**config.mk**
```make
export PLATFORM = sky130hd
export DESIGN_NAME = fifo_sync_param
export DESIGN_NICKNAME = d
export VERILOG_FILES = /design/src/rtl/fifo_sync_param.sv
export SDC_FILE = /design/constraint.sdc
export NUM_CORES = 1
export LEC_CHECK = 0
export CAP_MARGIN = 20
export CORE_UTILIZATION = 46
export CTS_CLUSTER_DIAMETER = 40
export DETAILED_ROUTE_END_ITERATION = 10
export GPL_TIMING_DRIVEN = 1
export PLACE_DENSITY = 0.74
export REMOVE_ABC_BUFFERS = 1
export SLEW_MARGIN = 20
export SYNTH_ARGS = -nofsm -noshare
export SYNTH_HDL_FRONTEND = slang
export SYNTH_SLANG_ARGS = --single-unit
```
**constraint.sdc**
```tcl
create_clock -name clk -period 1.9 [get_ports clk]
set_clock_uncertainty 0.05 [all_clocks]
set_input_delay 0.285 -clock clk [delete_from_list [all_inputs] [get_ports clk]]
set_output_delay 0.285 -clock clk [all_outputs]
set_load 0.02 [all_outputs]
```
**src/rtl/fifo_sync_param.sv**
```systemverilog
// fifo_sync_param: single-clock show-ahead FIFO with occupancy count,
// programmable almost-full/almost-empty thresholds, sticky overflow/underflow
// flags and a synchronous flush. The count register is the only source of
// truth for fullness; pointer equality is never consulted.
module fifo_sync_param #(
  parameter int DATA_W   = 8,
  parameter int ADDR_W   = 2,
  parameter int AF_LEVEL = 3,
  parameter int AE_LEVEL = 1
) (
  input  logic              clk,
  input  logic              rst,
  input  logic              flush,
  input  logic              push,
  input  logic [DATA_W-1:0] push_data,
  input  logic              pop,
  output logic [DATA_W-1:0] pop_data,
  output logic              full,
  output logic              empty,
  output logic              almost_full,
  output logic              almost_empty,
  output logic [ADDR_W:0]   count,
  output logic              overflow,
  output logic              underflow,
  input  logic              clr_err
);

  localparam int DEPTH = 1 << ADDR_W;
  localparam int CNT_W = ADDR_W + 1;

  localparam logic [CNT_W-1:0] DEPTH_C = CNT_W'(DEPTH);
  localparam logic [CNT_W-1:0] AF_C    = CNT_W'(AF_LEVEL);
  localparam logic [CNT_W-1:0] AE_C    = CNT_W'(AE_LEVEL);

  logic [ADDR_W-1:0] wptr_q, wptr_d;
  logic [ADDR_W-1:0] rptr_q, rptr_d;
  logic [CNT_W-1:0]  count_q, count_d;
  logic              overflow_q, overflow_d;
  logic              underflow_q, underflow_d;

  // Storage deliberately has no reset; only the pointers and count are cleared.
  logic [DATA_W-1:0] mem_q [DEPTH];

  logic full_s, empty_s;
  logic push_ok, pop_ok;
  logic mem_we;

  // Status flags decoded purely from the count register (no push/pop path).
  always_comb begin
    full_s       = (count_q == DEPTH_C);
    empty_s      = (count_q == '0);
    full         = full_s;
    empty        = empty_s;
    almost_full  = (count_q >= AF_C);
    almost_empty = (count_q <= AE_C);
  end

  // Accept decisions use registered state only, so a push into a full queue
  // is dropped even if a pop drains one entry at the same edge.
  always_comb begin
    push_ok = push & ~full_s;
    pop_ok  = pop & ~empty_s;
  end

  // Next-state for pointers, count and sticky flags; rst > flush > push/pop.
  always_comb begin
    wptr_d      = wptr_q;
    rptr_d      = rptr_q;
    count_d     = count_q;
    overflow_d  = overflow_q;
    underflow_d = underflow_q;
    mem_we      = 1'b0;

    if (rst) begin
      wptr_d      = '0;
      rptr_d      = '0;
      count_d     = '0;
      overflow_d  = 1'b0;
      underflow_d = 1'b0;
    end else if (flush) begin
      // Flush discards contents but leaves the error history intact.
      wptr_d  = '0;
      rptr_d  = '0;
      count_d = '0;
    end else begin
      if (push_ok) begin
        mem_we = 1'b1;
        wptr_d = wptr_q + 1'b1;
      end
      if (pop_ok) begin
        rptr_d = rptr_q + 1'b1;
      end

      if (push_ok && !pop_ok) begin
        count_d = count_q + 1'b1;
      end else if (pop_ok && !push_ok) begin
        count_d = count_q - 1'b1;
      end

      // A new error in the same cycle as clr_err wins over the clear.
      overflow_d  = (overflow_q  & ~clr_err) | (push & full_s);
      underflow_d = (underflow_q & ~clr_err) | (pop & empty_s);
    end
  end

  // Control state register.
  always_ff @(posedge clk) begin
    wptr_q      <= wptr_d;
    rptr_q      <= rptr_d;
    count_q     <= count_d;
    overflow_q  <= overflow_d;
    underflow_q <= underflow_d;
  end

  // Storage write port; the word becomes visible at the head one clock later.
  always_ff @(posedge clk) begin
    if (mem_we) begin
      mem_q[wptr_q] <= push_data;
    end
  end

  // Show-ahead read: head word straight from storage via the read pointer.
  always_comb begin
    pop_data  = mem_q[rptr_q];
    count     = count_q;
    overflow  = overflow_q;
    underflow = underflow_q;
  end

endmodule

```
==> impl_metrics.json <==
{
  "worst_slew_pin_slew_ns": 0.234,
  "drt_wl_total_um": 3000,
  "crit_top_cell": "ha_1",
  "antenna_left": 0,
  "synthesis.instances": 115,
  "port_buffers": 30,
  "crit_path_end_kind": "primary output",
  "wire_per_inst_um": 14.1,
  "gp_congestion": 0.795,
  "grt_pass1_vias": 1066,
  "synth.largest_area_cell": "edfxtp_1",
  "hpwl_um": 2220,
  "setup-tns-final_ns": 0,
  "grt_max_degree": 15,
  "post-route-util_pct": 64.6,
  "grt_first_pass_wirelength_um": 5010,
  "ir_worst_vdd_uv": 461,
  "grt_overflow_total": 0,
  "power_density_mw_per_mm2": 859,
  "rsz0062_at_grt": "yes",
  "syn_to_final_growth_pct": 33.6,
  "nets": 188,
  "die_area_sq_mm": 0.00413,
  "yosysSeqAreaShare_pct": 66.3,
  "crit_fanout": 4,
  "yosys_warnings": 0,
  "die_y_um": 64.2,
  "fin_area_sq_mm": 0.00238,
  "cts_max_level": 2,
  "core-area_sq_mm": 0.00369,
  "min_period_over_period_pct": 96.4,
  "antenna_found_initial": 0,
  "start_util_pct": 48.3,
  "hold_path_class": "reg2reg",
  "crit_arrival_ns": 1.50,
  "clk_latency_ns": 0.29,
  "p_leak_nw": 0.867,
  "vias": 1042,
  "cts_root_buf": "clkbuf_8",
  "cp_cell_sequence": "ha_1 -> ha_1 -> nor2_1 -> o21ai_0 -> dlygate4sd2_1",
  "placed_cell_area_sq_mm": 0.00229,
  "setup_viol": 0,
  "syn_area_sq_mm": 0.00178,
  "die_width_um": 64.2,
  "avgViaCountPerCell": 4.89,
  "crit_type": "reg2out",
  "synth_top_cell_area_share_pct": 53.9,
  "drtIter0Drc": 40,
  "tritoncts": "built",
  "max-slew-margin-rel_pct": 84.4,
  "max_stage_delay_ns": 0.35,
  "netlist_top_cells_area": "edfxtp_1, dfxtp_1, mux4_2",
  "rows": 22,
  "synth.distinct_cells": 28,
  "fin_crit_ns": 1.83,
  "num_antenna_cells": 0,
  "cp_slowest_cell": "dfxtp_2",
  "cts_num_sinks": 43,
  "ys_seq_elements": 43,
  "cts_hold_buf": 0,
  "synth_area_per_cell_sq_um": 15.5,
  "crit_required_ns": 1.56,
  "start_kind": "flop",
  "route.detailed.drc": 0,
  "status": "finished clean",
  "drive_gt1_share_pct": 30.3,
  "globalRouteTotalUtil_pct": 16.8,
  "cts_buffers": 5,
  "drv_cap": 0,
  "cts_buffer_depth": 2,
  "max_freq_mhz": 546,
  "hold_viol_final": 0,
  "path_clk_slew_ns": 0.08,
  "finalMaxSlewViolations": 0,
  "ios": 31,
  "first_pass_iters": 4
}
## layout make-up
type	count	area [sq um]
clock buffers	5	68.8
multi-input cells	60	572
repair buffers	45	417
well taps	48	60.1
inverters	9	33.8
flip-flops and latches	43	1190
clock inverters	3	43.8
fillers	281	1310
## cells by family (layout without fill, tap and decap cells)
group	Yosys count	in the layout	synth area share, %
AOI/OAI and AO/OA	12	12	3.86
xor gates and xnor gates	3	3	1.47
adders and majority gates	10	10	7.02
buffers and inverters	12	62	2.60
DFF	43	43	66.3
muxes	10	10	11.2
and+or+nand+nor	25	25	7.52
## placed cells by master, fill, tap and decap left out, types with 3 or more instances in the layout
master	instances
o21ai_0	3
edfxtp_1	32
nor2_1	9
mux4_2	8
buf_2	8
and2_1	5
clkbuf_8	5
dfxtp_2	4
dfxtp_1	7
buf_4	11
ha_1	10
buf_12	4
clkdlybuf4s50_1	18
inv_1	8
a21oi_1	6
## power by group
part           total, mW  switching, mW  internal (mW)
clock network      0.692          0.301          0.391
logic              0.309          0.155          0.154
registers           1.05         0.0159           1.03
## critical path: cells and delay by family (launching register included)
| family | cells | cell delay [ns] |
|---|---|---|
| AND/OR/NAND/NOR | 1 | 0.08 |
| buffers and inverters | 1 | 0.32 |
| flip-flops | 1 | 0.35 |
| adder cells (fa/ha/maj) | 2 | 0.37 |
| AO/OA/AOI/OAI | 1 | 0.08 |
## sequential cells by signal (all words and copies together) (netlist names), named ones only
register	cells
wptr_q	2
overflow	1
count	3
mem_q	32
rptr_q	2
underflow	1
## stage by stage
stage                     total power, mW  setup slack, ns  hold WS, ns  instances
final                                2.05           0.0691        0.404        213
after global routing                 2.13          -0.0973        0.432        213
after CTS                            2.05          0.00184        0.407        213
after detailed placement             1.39          -0.0661        0.397        205
after global placement               1.38          -0.0282        0.390        205
after floorplan                      1.23           -0.177        0.304        112
## routing by layer
layer	wire length, um	vias up	part of all wire, %	global-route usage, %
met4	27	0	0.90	6.94
met3	131	2	4.4	5.36
met1	1310	497	44	20.9
li1	-	520	-	-
met5	0	-	0	0
met2	1530	23	51	27.3
## worst paths after layout
| check | from | to | slack, ns | cells past startpoint |
|---|---|---|---|---|
| worst min register to register | overflow | overflow | 0.40 | 2 |
| worst max register to register | count[0] | count[2] | 0.09 | 8 |
| worst max-delay path | count[0] | almost_full | 0.07 | 5 |
| worst min-delay path | overflow | overflow | 0.40 | 2 |
## timing repair
item	CTS	global route
setup buffers	0	0
endpoints found under the hold margin	0	0
gates cloned	0	0
gates resized for setup	39	9
setup endpoints to repair	45	7
## cells in the mapped netlist
master     n
or2_2      1
a21boi_1   1
mux4_2     8
mux2i_1    2
o31ai_1    1
ha_1      10
inv_1      8
a21oi_1    6
edfxtp_1  32
nor2_1     9
nor2b_1    1
nor4b_1    1
buf_1      1
xnor2_1    2
nand2b_2   1
inv_2      1
nand2b_1   1
nand2_1    2
or4_1      1
xor2_1     1
buf_2      1
o21ai_0    3
a32oi_1    1
dfxtp_1   11
clkbuf_1   1
nor3b_1    1
nand3_1    2
and2_1     5
Note: power is estimated with default switching activity, not from simulation.
